<file path="config.mk">
export PLATFORM = sky130hd
export DESIGN_NAME = servo_multi
export DESIGN_NICKNAME = d
export VERILOG_FILES = /design/src/rtl/servo_pkg.sv /design/src/rtl/servo_channel.sv /design/src/rtl/servo_multi.sv
export SDC_FILE = /design/constraint.sdc
export NUM_CORES = 1
export LEC_CHECK = 0
export CORE_MARGIN = 4
export CORE_UTILIZATION = 30
export CTS_CLUSTER_SIZE = 14
export DETAILED_ROUTE_END_ITERATION = 6
export PLACE_DENSITY = 0.47
export RECOVER_POWER = 50
export SLEW_MARGIN = 40
export SYNTH_ARGS = -nofsm -noshare
export SYNTH_HDL_FRONTEND = slang
export SYNTH_SLANG_ARGS = --single-unit
export TNS_END_PERCENT = 50
</file>
<file path="constraint.sdc">
create_clock -name CLK -period 5.97 [get_ports CLK]
set_clock_uncertainty 0.2 [all_clocks]
set_input_delay 0.8955 -clock CLK [delete_from_list [all_inputs] [get_ports CLK]]
set_output_delay 0.8955 -clock CLK [all_outputs]
set_load 0.05 [all_outputs]
</file>
<file path="src/rtl/servo_pkg.sv">
// Shared defaults, helpers and parameter sanity checks for the multi-channel servo PWM block.
package servo_pkg;

    function automatic int idx_w(input int n);
        return (n > 1) ? $clog2(n) : 1;
    endfunction

    localparam int NCH_DEF   = 4;
    localparam int CNT_W_DEF = 16;
    localparam int PRESC_DEF = 5;
    localparam int CMD_W_DEF = 10;
    localparam int PW_W_DEF  = CNT_W_DEF - PRESC_DEF;

    function automatic int clamp(input int v, input int lo, input int hi);
        if (v < lo) return lo;
        if (v > hi) return hi;
        return v;
    endfunction

    // Widths must fit the coarse counter field, and command+offset must not overflow it.
    function automatic bit params_ok(input int nch, input int cnt_w, input int presc,
                                     input int cmd_w, input int pw_min, input int pw_max,
                                     input int fs_frames, input int fs_val);
        int pw_w;
        pw_w = cnt_w - presc;
        if (nch < 1 || presc < 0 || cmd_w < 1 || pw_w < 1 || pw_w > 30) return 1'b0;
        if (pw_w < cmd_w + 1) return 1'b0;
        if (pw_min < 0 || pw_min > pw_max || pw_max >= (1 << pw_w)) return 1'b0;
        if (fs_frames < 0 || fs_val < 0 || fs_val >= (1 << pw_w)) return 1'b0;
        return 1'b1;
    endfunction

endpackage

</file>
<file path="src/rtl/servo_channel.sv">
// One PWM channel: shadow command, frame-latched width/enable, failsafe tracking, pulse compare.
// Latency: width latched at the frame boundary, SERVO/STALE registered; writes always accepted.
module servo_channel
    import servo_pkg::*;
#(
    parameter int CMD_W           = CMD_W_DEF,
    parameter int PW_W            = PW_W_DEF,
    parameter int PW_MIN          = 0,
    parameter int PW_MAX          = 2000,
    parameter int FAILSAFE_FRAMES = 8,
    parameter int FAILSAFE_VAL    = 0
) (
    input  logic             CLK,
    input  logic             RST,
    input  logic             boundary,
    input  logic [PW_W-1:0]  cnt_hi,
    input  logic             wr,
    input  logic [CMD_W-1:0] wr_cmd,
    input  logic [CMD_W-1:0] offset,
    input  logic             en,
    output logic             servo,
    output logic             stale
);

    localparam bit FS_ON = (FAILSAFE_FRAMES > 0);
    localparam int FS_W  = FS_ON ? $clog2(FAILSAFE_FRAMES + 1) : 1;

    logic [CMD_W-1:0] shadow;
    logic [PW_W-1:0]  active;
    logic             en_q;
    logic [FS_W-1:0]  fs_cnt;

    logic [CMD_W:0]   sum;
    logic [PW_W-1:0]  w_norm;
    logic [PW_W-1:0]  w_lat;
    logic             fs_hit;
    logic             fs_sat;

    always_comb begin
        sum    = {1'b0, shadow} + {1'b0, offset};
        w_norm = PW_W'(clamp(int'(sum), PW_MIN, PW_MAX));
        fs_sat = FS_ON && (int'(fs_cnt) >= FAILSAFE_FRAMES);
        // A write landing on the boundary edge refreshes the channel, so it never goes stale there.
        fs_hit = FS_ON && !wr && (int'(fs_cnt) + 1 >= FAILSAFE_FRAMES);
        w_lat  = (stale || fs_hit) ? PW_W'(FAILSAFE_VAL) : w_norm;
    end

    always_ff @(posedge CLK or posedge RST) begin
        if (RST) begin
            shadow <= '0;
            active <= '0;
            en_q   <= 1'b0;
            fs_cnt <= '0;
            stale  <= 1'b0;
            servo  <= 1'b0;
        end else begin
            if (boundary) begin
                active <= w_lat;
                en_q   <= en;
                servo  <= en && (w_lat != '0);
            end else if (!en_q || cnt_hi == active) begin
                servo <= 1'b0;
            end

            if (wr) begin
                shadow <= wr_cmd;
                fs_cnt <= '0;
                stale  <= 1'b0;
            end else if (boundary && FS_ON) begin
                if (!fs_sat) fs_cnt <= fs_cnt + FS_W'(1);
                if (fs_hit)  stale  <= 1'b1;
            end
        end
    end

endmodule

</file>
<file path="src/rtl/servo_multi.sv">
// Multi-channel servo/ESC PWM sharing one free-running frame counter; per-channel failsafe.
// Latency: a write applies at the first frame boundary after it; outputs registered; no backpressure.
module servo_multi
    import servo_pkg::*;
#(
    parameter int NCH             = NCH_DEF,
    parameter int CNT_W           = CNT_W_DEF,
    parameter int PRESC           = PRESC_DEF,
    parameter int CMD_W           = CMD_W_DEF,
    parameter int PW_MIN          = 0,
    parameter int PW_MAX          = 2000,
    parameter int FAILSAFE_FRAMES = 8,
    parameter int FAILSAFE_VAL    = 0
) (
    input  logic                   CLK,
    input  logic                   RST,
    input  logic                   WR,
    input  logic [idx_w(NCH)-1:0]  WR_CH,
    input  logic [CMD_W-1:0]       WR_CMD,
    input  logic [NCH*CMD_W-1:0]   OFFSET,
    input  logic [NCH-1:0]         EN,
    output logic [NCH-1:0]         SERVO,
    output logic                   FRAME,
    output logic [NCH-1:0]         STALE
);

    localparam int PW_W = CNT_W - PRESC;

    if (!params_ok(NCH, CNT_W, PRESC, CMD_W, PW_MIN, PW_MAX, FAILSAFE_FRAMES, FAILSAFE_VAL))
    begin : g_param_err
        $error("servo_multi: illegal parameter combination");
    end

    logic [CNT_W-1:0] cnt;
    logic             boundary;
    logic [PW_W-1:0]  cnt_hi;
    logic [NCH-1:0]   wr_sel;

    assign boundary = (cnt == '0);
    assign cnt_hi   = cnt[CNT_W-1:PRESC];

    always_ff @(posedge CLK or posedge RST) begin
        if (RST) begin
            cnt   <= '0;
            FRAME <= 1'b0;
        end else begin
            cnt   <= cnt + CNT_W'(1);
            FRAME <= boundary;
        end
    end

    // Channel numbers at or above NCH select nothing.
    always_comb begin
        wr_sel = '0;
        for (int i = 0; i < NCH; i++) begin
            wr_sel[i] = WR && (int'(WR_CH) == i);
        end
    end

    for (genvar i = 0; i < NCH; i++) begin : g_ch
        servo_channel #(
            .CMD_W           (CMD_W),
            .PW_W            (PW_W),
            .PW_MIN          (PW_MIN),
            .PW_MAX          (PW_MAX),
            .FAILSAFE_FRAMES (FAILSAFE_FRAMES),
            .FAILSAFE_VAL    (FAILSAFE_VAL)
        ) u_ch (
            .CLK      (CLK),
            .RST      (RST),
            .boundary (boundary),
            .cnt_hi   (cnt_hi),
            .wr       (wr_sel[i]),
            .wr_cmd   (WR_CMD),
            .offset   (OFFSET[i*CMD_W +: CMD_W]),
            .en       (EN[i]),
            .servo    (SERVO[i]),
            .stale    (STALE[i])
        );
    end

endmodule

</file>
# Word level (Yosys, flattened, before mapping)
# Cells that the tools add are included.
# Widths: inputs -> output; s select.
[totals]
rom_bits = 0
latchBits = 0
inputBits = 59
mem_bits_rw = 0
n_memories = 0
regBits = 129
[classes]
add_sub_neg = 13
n_reduce_logical = 54
shifts = 0
mul = 0
mux = 48
bitwise = 0
n_eq_ne = 11
div_mod_pow = 0
order_cmp = 12
[op_table]
columns = ["operator", "n"]
rows = [
  ["$mux 11", 12],
  ["$ge 32x5->1 const B", 4],
  ["$mux 4", 12],
  ["$add 10x10->11", 4],
  ["$eq 11x11->1", 4],
  ["$gt 11x11->1 const B", 4],
  ["$reduce_bool 11->1", 4],
  ["$mux 1", 24],
  ["$reduce_bool 2->1", 12],
  ["$add 4x1->5 const B", 4],
  ["$add 16x1->16 const B", 1],
  ["$add 4x1->4 const B", 4],
  ["$ge 4x4->1 const B", 4],
  ["$logic_not 16->1", 1],
  ["$reduce_and 2->1", 8],
  ["$logic_and 1x1->1", 12],
  ["$logic_not 1->1", 8],
  ["$logic_or 1x1->1", 8],
  ["$ne 2x1->1 const B", 4],
  ["$eq 2x2->1 const B", 2],
  ["$eq 2x1->1 const B", 1],
  ["$logic_not 2->1", 1],
]

# Depth between registers and ports, before layout
# Gate-level depths: netlist (run 1).
[depth]
depth_word = 9
mapped_depth = 10

# Cells and area by module
# Synthesis (run 1) repeated with hierarchy kept, for this count alone.
[hier_totals]
cells_unflattened = 803
area_unflattened_um2 = 8205.4
[by_module_without_submodules]
columns = ["mod", "area_each_um2", "instances", "seq_area_each_um2", "cells_per_inst"]
rows = [
  ["servo_channel at g_ch[0].u_ch ...", 1843.0, 3, 700.7, 183],
  ["servo_channel at g_ch[3].u_ch", 1849.3, 1, 700.7, 183],
  ["servo_multi", 827.0, 1, 425.4, 71],
]

# Worst setup path after synthesis (run 1)
# OpenSTA, ideal clock, no wires.
[synth_path]
kind = "input port to flip-flop"
from = "input OFFSET[0]"
to = "register g_ch[0].u_ch.active[5]"
slack_ns = 2.777
setup_time_ns = 0.122
arrival_time_ns = 2.872
t_required_ns = 5.648
stages = 9
path_cell_list = "ha_1 -> inv_1 -> fa_1 -> nor2b_4 -> o31a_4 -> o22a_2 -> xnor2_1 -> or4b_4 -> a32o_1"
[synth_via]
elab_chain_len = 5
[synth_lines]
columns = ["element", "line", "source"]
rows = [
  ["start, declared", "servo_multi.sv:20", "input logic [NCH*CMD_W-1:0] OFFSET,"],
  ["$add 10x10->11 (*)", "servo_channel.sv:40", "sum = {1'b0, shadow} + {1'b0, offset};"],
  ["$gt 11x11->1", "servo_pkg.sv:16", "if (v > hi) return hi;"],
  ["$mux 1", "servo_pkg.sv:16", ""],
  ["$mux 11 (*)", "servo_pkg.sv:17", "return v;"],
  ["$mux 11 (*)", "servo_channel.sv:45", "w_lat = (stale || fs_hit) ? PW_W'(FAILSAFE_VAL) : w_norm;"],
  ["end signal, assigned", "servo_channel.sv:58", "active <= w_lat;"],
  ["end, declared", "servo_channel.sv:29", "logic [PW_W-1:0] active;"],
]
# Mark *: on every way between the ends. The rest lies on a longest branch, timed or not.
# A chain may end at the register's enable or synchronous reset.

==> flow_summary_export.csv, run 1 <==
group,metric,value,unit
worst_hold_path,holdPathEnd,"g_ch[1].u_ch.en_q",
clock_tree,cts_tree,"done",
power,power.total,2.603,mW
synth,synth-edff-count,0,
synth,ys_ff_latch,129,
worst_setup_path,ff2ff_path_depth,8,
power,pwr_density_cell,277.3,mW/mm2
layout,nets,1023,
power,peakVddDrop,0.1608,mV
floorplan,die_y,170.2,um
global_route,grt_pass1_vias,6106,
synth,syn_nets,970,
layout,area_delta_synth_final,18.93,%
timing,relSlewSlack,-131.2,%
worst_setup_path,worstPathRequired,6.21,ns
status,violations,"capacitance limit, slew limit",
floorplan,start_util,30.38,%
synth,synth_cells,857,
clock_tree,root_buffer,"clkbuf_16",
placement,io_buffers,67,
layout,fillCellCount,2705,
worst_setup_path,rr_endpoint,"g_ch[2].u_ch.servo",
layout,antennaDiodeCount,0,
synth,postSynth.asyncResetShare,100.0,%
clock_tree,clk_pin_slew_worst_paths,0.06,ns
layout,most-common-layout-cells,"nand2_1, dfrtp_1, clkdlybuf4s50_1",
floorplan,die_area,0.02897,mm2
floorplan,coreArea,0.02598,mm2
status,status,"finished, violations left",
floorplan,die_w,170.2,um
synth,ys_seq_area_share,40.89,%
synth,synth_xor_area_share,9.970,%
synth,synth_top_family_by_area,"simple AND/OR/NAND/NOR gates",
clock_tree,clock_path_buffers,2,
worst_hold_path,holdPathStages,2,
worst_setup_path,criticalPathCategory,"primary input to async pin",
worst_hold_path,hp-start,"g_ch[1].u_ch.en_q",
timing,holdWs,0.2665,ns
clock_tree,cts_sinks,129,
clock_tree,post_cts_buffers,0,
worst_hold_path,hold_path_class,"flip-flop to flip-flop",
clock_tree,clkLatencyLatePin,0.43,ns
synth,synth_adder_area_share,8.940,%
timing,fmax,244.5,MHz
worst_setup_path,crit_fanout,75,
drt,vias,6098,
timing,worst_slack,1.880,ns
drt,wl_per_cell,17.00,um
worst_setup_path,worstPathArrival,4.33,ns
layout,layout_commonest_cell,"nand2_1",
timing,timing.final.crit_share,68.50,%
synth,synth_ff_type,"dfrtp_1",
timing,setup_viol,0,
global_route,grt_use_total,15.20,%
drt,drt_wl_total,21370,um
synth,syn_area_per_cell,9.211,um2
placement,pre_cts_ws,2.048,ns
synth,synth_mux_area_share,1.918,%
drt,drt_iter0_markers,313,
global_route,antenna_found_initial,0,
global_route,overflow,0,
synth,synth_compound_area_share,15.58,%
timing,drv_slew,76,
layout,drive_gt1_share,8.351,%
synth,synth-simple-area-share,18.72,%
synth,synth_warnings,0,
timing,tns,0,ns
placement,placed_cells,1226,
timing,hold_viol,0,
timing,worst_pin_slew,3.448,ns
clock_tree,postCtsHoldBufs,0,
synth,yosysUniqueCellTypes,77,
global_route,grt_max_degree,81,
synth,synth_area,0.007894,mm2
run,drv_cap,1,
worst_setup_path,reg2reg_slack,2.80,ns
timing,min_period,4.090,ns
worst_setup_path,startpoint_type,"primary input",
clock_tree,cts_resized,0,
layout,layout.cells.non_filler,1257,
drt,via_per_inst,4.851,
placement,hpwl,16160,um
floorplan,rows,59,
power,p_leak,4.390,nW
global_route,grt_pass1_wl,34460,um
worst_setup_path,endpoint_kind,"async pin",
drt,firstDrtPassIters,4,
clock_tree,htreeDepth,4,
drt,ant_nets,0,
floorplan,ios,68,
drt,drc,0,
timing,rsz0062_at_grt,"false",
worst_setup_path,rr_startpoint,"cnt[0]",
clock_tree,cts_buffers,17,
placement,gp_congestion,0.8098,
## metal layers
| layer | GRT usage [%] | up-vias | wire length (um) |
|---|---|---|---|
| li1 | - | 3087 | - |
| met1 | 22.55 | 2916 | 11130 |
| met2 | 22.68 | 81 | 9421 |
| met3 | 2.997 | 14 | 554 |
| met4 | 3.924 | 0 | 264 |
| met5 | 0 | - | 0 |
## cell type report
cell class | count | area (um2) | area share (%)
inverter | 37 | 141.4 | 1.506
clock buffer | 21 | 460.4 | 4.905
tap | 335 | 419.2 | 4.465
multi-input combinational | 655 | 4357 | 46.41
sequential | 129 | 3228 | 34.39
clock inverter | 10 | 87.58 | 0.9330
timing repair buffer | 70 | 694.4 | 7.397
## critical path: stages
cell and delay (ns):
dlygate4sd3_1 0.55, clkinvlp_2 1.92, clkbuf_2 0.91
## flip-flops by register name, indices dropped and copies added (netlist names)
register and cells:
g_ch.u_ch.servo 4, g_ch.u_ch.shadow 40, g_ch.u_ch.stale 4, g_ch.u_ch.fs_cnt 16, g_ch.u_ch.en_q 4, FRAME 1, g_ch.u_ch.active 44, cnt 16
## report_power, final
| part | switching (mW) | leakage, nW | internal, mW |
|---|---|---|---|
| Clock | 0.392 | 0.268 | 0.589 |
| Combinational | 0.382 | 2.41 | 0.277 |
| Sequential | 0.0357 | 1.71 | 0.928 |
| Total | 0.810 | 4.39 | 1.79 |
## worst max path at each step
stage / start / to
2_1_floorplan: RST / FRAME
3_3_place_gp: OFFSET[30] / g_ch[3].u_ch.active[5]
3_5_place_dp: OFFSET[30] / g_ch[3].u_ch.active[2]
4_1_cts: OFFSET[30] / g_ch[3].u_ch.active[2]
5_1_grt: RST / g_ch[2].u_ch.shadow[8]
6_report: RST / g_ch[2].u_ch.shadow[8]
## synthesized netlist by cell type, drive strengths merged (7+ instances only)
library cell / instances / area, um2
buf: 17 / 103.9
ha: 50 / 625.6
inv: 36 / 135.1
dfrtp: 129 / 3228
a21oi: 32 / 160.2
nor4: 12 / 81.33
and3: 8 / 55.05
mux2: 9 / 101.4
a211oi: 7 / 57.55
a21o: 12 / 91.34
nand3: 24 / 120.1
o21a: 7 / 52.55
nor3: 16 / 85.08
o21ai: 40 / 207.7
xnor2: 38 / 332.8
xor2: 51 / 454.2
o31ai: 20 / 165.2
a22o: 8 / 70.07
a31oi: 10 / 62.56
nor2: 53 / 198.9
clkbuf: 19 / 71.32
nand2: 171 / 641.9
## metrics by stage
stage / util (%) / instance area (um2)
final: 36.13 / 9388
after floorplan: - / 7894
after global routing: 36.13 / 9388
after global placement: 33.99 / 8833
after CTS: 36.16 / 9395
after detailed placement: 34.05 / 8847
## cells by family after synthesis
family                   after synthesis
AO/OA/AOI/OAI                        175
AND/OR/NAND/NOR                      323
buffers and inverters                 73
adder cells (fa/ha/maj)               54
flip-flops                           129
multiplexers                          14
XOR/XNOR                              89
No activity file was read; power rests on OpenSTA's default activity.
==> run 2, diff against run 1 <==
--- a/config.mk
+++ b/config.mk
@@ -9,7 +9,7 @@
 export CORE_UTILIZATION = 30
 export CTS_CLUSTER_SIZE = 14
 export DETAILED_ROUTE_END_ITERATION = 6
-export PLACE_DENSITY = 0.47
+export PLACE_DENSITY = 0.49
 export RECOVER_POWER = 50
 export SLEW_MARGIN = 40
 export SYNTH_ARGS = -nofsm -noshare
==> constraint.sdc (replaced) <==
create_clock -name CLK -period 3.61 [get_ports CLK]
set_clock_uncertainty 0.2 [all_clocks]
set_input_delay 0.5415 -clock CLK [delete_from_list [all_inputs] [get_ports CLK]]
set_output_delay 0.5415 -clock CLK [all_outputs]
set_load 0.05 [all_outputs]
==> flow_summary_export.csv, run 2 (synthesized netlist as in run 1, its figures left out) <==
group,metric,value,unit
status,status,"finished, violations left",
status,violations,"capacitance limit, slew limit",
worst_setup_path,startpoint_type,"primary input",
worst_setup_path,cpPeakStageDelay,0.48,ns
drt,firstDrtPassIters,4,
global_route,grt_pass1_wl,34110,um
worst_setup_path,criticalPathCategory,"primary input to flip-flop",
layout,most-common-layout-cells,"nand2_1, dfrtp_1, clkdlybuf4s50_1",
power,p_leak,4.489,nW
layout,fillCellCount,2675,
placement,io_buffers,67,
layout,drive_gt1_share,8.906,%
worst_setup_path,worstPathRequired,3.69,ns
placement,dpl_cell_area,0.008957,mm2
floorplan,ios,68,
clock_tree,clkLatencyLatePin,0.42,ns
timing,hold_viol,0,
timing,fmax,318.0,MHz
global_route,grt_use_total,15.11,%
worst_setup_path,critPathBufInv,2,
floorplan,die_area,0.02897,mm2
timing,min_period,3.145,ns
drt,vias,6176,
floorplan,die_w,170.2,um
power,power.total,4.602,mW
clock_tree,cts_tree,"done",
clock_tree,cts_buffers,17,
timing,rsz0062_at_grt,"false",
worst_setup_path,worstPathArrival,3.22,ns
drt,drt_wl_total,21150,um
clock_tree,post_cts_buffers,0,
worst_setup_path,endpoint_kind,"flip-flop",
timing,drv_slew,37,
clock_tree,cts_sinks,129,
clock_tree,htreeDepth,4,
worst_setup_path,crit_family,"compound AO/OA/AOI/OAI gates",
clock_tree,clk_pin_slew_worst_paths,0.06,ns
drt,via_per_inst,4.875,
drt,wl_per_cell,16.70,um
global_route,grt_max_degree,63,
clock_tree,clock_path_buffers,2,
timing,timing.final.crit_share,87.11,%
floorplan,start_util,30.38,%
timing,relSlewSlack,-11.87,%
placement,hpwl,16160,um
global_route,antenna_found_initial,0,
layout,antennaDiodeCount,0,
worst_setup_path,crit_chain,"clkdlybuf4s50_1 > ha_1 > inv_1 > fa_1 > nand2b_1 > a21oi_1 > o22ai_1 > xnor2_1 > nand3_1 > o41ai_2 > o21ai_0",
layout,layout_commonest_cell,"nand2_1",
placement,gp_congestion,0.7754,
drt,drc,0,
floorplan,die_y,170.2,um
worst_setup_path,cpMaxStageDelayCell,"clkdlybuf4s50_1",
floorplan,rows,59,
power,peakVddDrop,0.2473,mV
layout,layout.cells.non_filler,1267,
run,drv_cap,1,
global_route,overflow,0,
worst_hold_path,hold_path_class,"flip-flop to flip-flop",
worst_setup_path,crit_fanout,5,
layout,largestRegisters,"g_ch.u_ch.active (44), g_ch.u_ch.shadow (40)",
clock_tree,cts_resized,0,
layout,nets,1032,
layout,area_delta_synth_final,21.10,%
global_route,grt_pass1_vias,6072,
clock_tree,root_buffer,"clkbuf_16",
drt,drt_iter0_markers,265,
placement,placed_cells,1235,
layout,regMostFlops,"g_ch.u_ch.active",
layout,largest_reg_flops,44,
clock_tree,postCtsHoldBufs,0,
timing,tns,0,ns
timing,worst_pin_slew,1.675,ns
floorplan,coreArea,0.02598,mm2
timing,setup_viol,0,
drt,ant_nets,0,
power,pwr_density_cell,481.4,mW/mm2
layout,final_area,0.009559,mm2
## run 2: cell count changes in the layout (fill, tap and decap cells not counted), moves of 2 or more
cell | before | now
buf_4 | 1 | 6
bufinv_16 | 1 | 5
nor2_1 | 51 | 53
nor2_2 | 2 | 0
## run 2: path summary, 6_finish.rpt
check | from | cells past startpoint | slack, ns | to
worst min register to register | g_ch[3].u_ch.en_q | 2 | 0.27 | g_ch[3].u_ch.en_q
worst min-delay path | g_ch[3].u_ch.en_q | 2 | 0.27 | g_ch[3].u_ch.en_q
max in group asynchronous | RST | 3 | 0.70 | g_ch[3].u_ch.shadow[3]
worst max register to register | g_ch[3].u_ch.shadow[0] | 10 | 0.74 | g_ch[3].u_ch.active[5]
worst max-delay path | OFFSET[30] | 11 | 0.47 | g_ch[3].u_ch.active[5]
min in group asynchronous | RST | 2 | 0.48 | g_ch[0].u_ch.servo
## run 2: metrics by stage
step                      hold slack, ns  worst slack [ns]  util (%)
final                             0.2670            0.4653     36.79
after global routing              0.2897            0.1975     36.79
after CTS                         0.2729            0.5058     36.98
after detailed placement          0.2577           0.06206     34.47
after global placement            0.2538           0.09805     34.38
after floorplan                   0.2315            0.7708         -
## run 2: metal layers
metal  up-vias  GRT usage (%)  routed length [um]
li1       3100              -                   -
met3        16          2.973                 645
met1      2955          21.56               10510
met2       105          23.52                9746
met4         0          3.993                 249
met5         -              0                   0
## run 2: tightest hold or removal path, delay by kind of cell (launching register included)
| family | cells | cell delay (ns) |
|---|---|---|
| flip-flops | 1 | 0.32 |
| AND/OR/NAND/NOR | 2 | 0.12 |
## run 2: report_power, final
| part | total [mW] | internal (mW) | switching, mW |
|---|---|---|---|
| combinational | 1.09 | 0.465 | 0.628 |
| clock | 1.91 | 1.24 | 0.672 |
| sequential | 1.59 | 1.53 | 0.0604 |
## run 2: layout make-up
type,count,area (um2),share of cell area (%)
timing repair buffer,79,764.5,7.997
clock buffer,18,439.2,4.594
tap,335,419.2,4.385
sequential,129,3228,33.77
multi-input combinational,655,4357,45.58
inverter,37,140.1,1.466
clock inverter,14,211.5,2.212
==> run 3, diff against run 2 <==
--- a/config.mk
+++ b/config.mk
@@ -9,6 +9,7 @@
 export CORE_UTILIZATION = 30
 export CTS_CLUSTER_SIZE = 14
 export DETAILED_ROUTE_END_ITERATION = 6
+export GPL_TIMING_DRIVEN = 0
 export PLACE_DENSITY = 0.49
 export RECOVER_POWER = 50
 export SLEW_MARGIN = 40
==> flow_summary_export.csv, run 3 (synthesized netlist as in run 1, its figures left out) <==
group,metric,value,unit
timing,hold_viol,0,
clock_tree,clk_pin_slew_worst_paths,0.06,ns
global_route,antenna_found_initial,0,
placement,placed_cells,1265,
layout,nets,1062,
worst_setup_path,crit_fanout,5,
clock_tree,postCtsHoldBufs,0,
layout,largest_reg_flops,44,
status,status,"finished, final reports clean",
worst_hold_path,hold_path_class,"flip-flop to flip-flop",
clock_tree,cts_sinks,129,
layout,drive_gt1_share,8.949,%
run,drv_cap,0,
clock_tree,post_cts_buffers,0,
layout,area_delta_synth_final,21.64,%
global_route,grt_pass1_wl,36650,um
layout,layout.cells.non_filler,1296,
timing,drv_slew,0,
timing,relSlewSlack,13.67,%
power,peakVddDrop,0.2462,mV
worst_setup_path,endpoint_kind,"flip-flop",
layout,most-common-layout-cells,"nand2_1, dfrtp_1, clkdlybuf4s50_1",
floorplan,ios,68,
drt,wl_met1,11210,um
clock_tree,htreeDepth,4,
floorplan,die_y,170.2,um
timing,worst_pin_slew,1.295,ns
layout,antennaDiodeCount,0,
floorplan,coreArea,0.02598,mm2
timing,timing.final.crit_share,92.16,%
placement,io_buffers,67,
drt,firstDrtPassIters,5,
drt,ant_nets,0,
power,pwr_density_cell,452.9,mW/mm2
worst_setup_path,criticalPathCategory,"primary input to flip-flop",
drt,drt_iter0_markers,404,
drt,wl_per_cell,17.64,um
clock_tree,cts_tree,"done",
layout,layout_commonest_cell,"nand2_1",
placement,gp_congestion,0.8213,
power,p_leak,4.528,nW
layout,largestRegisters,"g_ch.u_ch.active (44), g_ch.u_ch.shadow (40)",
drt,wl_met3,691,um
clock_tree,cts_buffers,17,
floorplan,rows,59,
worst_setup_path,worstPathRequired,3.69,ns
floorplan,start_util,30.38,%
placement,hpwl,17760,um
worst_setup_path,startpoint_type,"primary input",
global_route,overflow,0,
timing,fmax,300.6,MHz
timing,min_period,3.327,ns
layout,regMostFlops,"g_ch.u_ch.active",
clock_tree,clkLatencyLatePin,0.42,ns
drt,vias,6291,
clock_tree,cts_resized,0,
power,power.total,4.349,mW
drt,wl_met2,10630,um
drt,via_per_inst,4.854,
clock_tree,clock_path_buffers,2,
drt,drc,0,
clock_tree,root_buffer,"clkbuf_16",
drt,top_layer,"met4",
worst_setup_path,worstPathArrival,3.40,ns
global_route,grt_max_degree,25,
floorplan,die_area,0.02897,mm2
timing,rsz0062_at_grt,"false",
floorplan,die_w,170.2,um
drt,drt_wl_total,22860,um
global_route,grt_pass1_vias,6378,
global_route,grt_use_total,16.37,%
timing,setup_viol,0,
==> run 3: cell types whose count changed in the layout (fill, tap and decap cells not counted), moves of 2 or more <==
cell and delta:
clkinv_4 -2, bufinv_16 -3, buf_4 +2, buf_2 +8
clkinvlp_4 -2, clkbuf_1 +24
==> run 3: final cells by class <==
| cell class | instances | area, um2 |
|---|---|---|
| Buffer | 36 | 175.2 |
| Timing Repair Buffer | 73 | 735.7 |
| Sequential cell | 129 | 3228 |
| Tap cell | 335 | 419.2 |
| Clock inverter | 7 | 85.08 |
| Fill cell | 2653 | 16380 |
| Multi-Input combinational cell | 655 | 4357 |
| Clock buffer | 24 | 461.7 |
| Inverter | 37 | 140.1 |
==> run 3: path summary, 6_finish.rpt <==
check	startpoint	slack, ns	endpoint	depth (start not counted)
hold / removal	g_ch[1].u_ch.en_q	0.27	g_ch[1].u_ch.en_q	2
min in group asynchronous	RST	0.36	g_ch[0].u_ch.servo	2
max in group asynchronous	RST	0.57	g_ch[2].u_ch.shadow[6]	4
setup reg to reg	g_ch[3].u_ch.shadow[0]	0.56	g_ch[3].u_ch.active[2]	10
hold reg to reg	g_ch[1].u_ch.en_q	0.27	g_ch[1].u_ch.en_q	2
setup / recovery	OFFSET[30]	0.28	g_ch[3].u_ch.active[2]	11
==> run 3: through the flow <==
| stage | utilization (%) | cell area, um2 | setup slack (ns) | hold WS, ns | TNS [ns] |
|---|---|---|---|---|---|
| 5_1_grt | 36.95 | 9602 | 0.02797 | 0.3023 | 0 |
| 6_report | 36.95 | 9602 | 0.2832 | 0.2657 | 0 |
| 2_1_floorplan | - | 7898 | 0.7708 | 0.2315 | 0 |
| 3_3_place_gp | 34.59 | 8987 | -0.1331 | 0.2520 | -15.61 |
| 4_1_cts | 37.23 | 9674 | 0.3677 | 0.2406 | 0 |
| 3_5_place_dp | 35.13 | 9128 | -0.06705 | 0.2552 | -0.1657 |
==> run 3: metal layers <==
layer / global-route usage, % / vias up
li1: - / 3171
met1: 22.95 / 2994
met2: 26.10 / 109
met3: 3.066 / 17
met4: 4.236 / 0
met5: 0 / -
==> run 3: worst max-delay path: stages <==
cell and delay, ns:
clkdlybuf4s50_1 0.49, ha_1 0.21, inv_1 0.07, fa_1 0.40
nand2b_1 0.20, a21oi_1 0.23, o22ai_1 0.15, xnor2_1 0.30
nand3_1 0.15, o41ai_2 0.48, o21ai_0 0.17
==> run 3: power breakdown <==
| group | internal, mW | total, mW | switching (mW) |
|---|---|---|---|
| clock | 1.02 | 1.66 | 0.632 |
| sequential | 1.53 | 1.59 | 0.0579 |
| combinational | 0.464 | 1.10 | 0.637 |
| total | 3.02 | 4.35 | 1.33 |
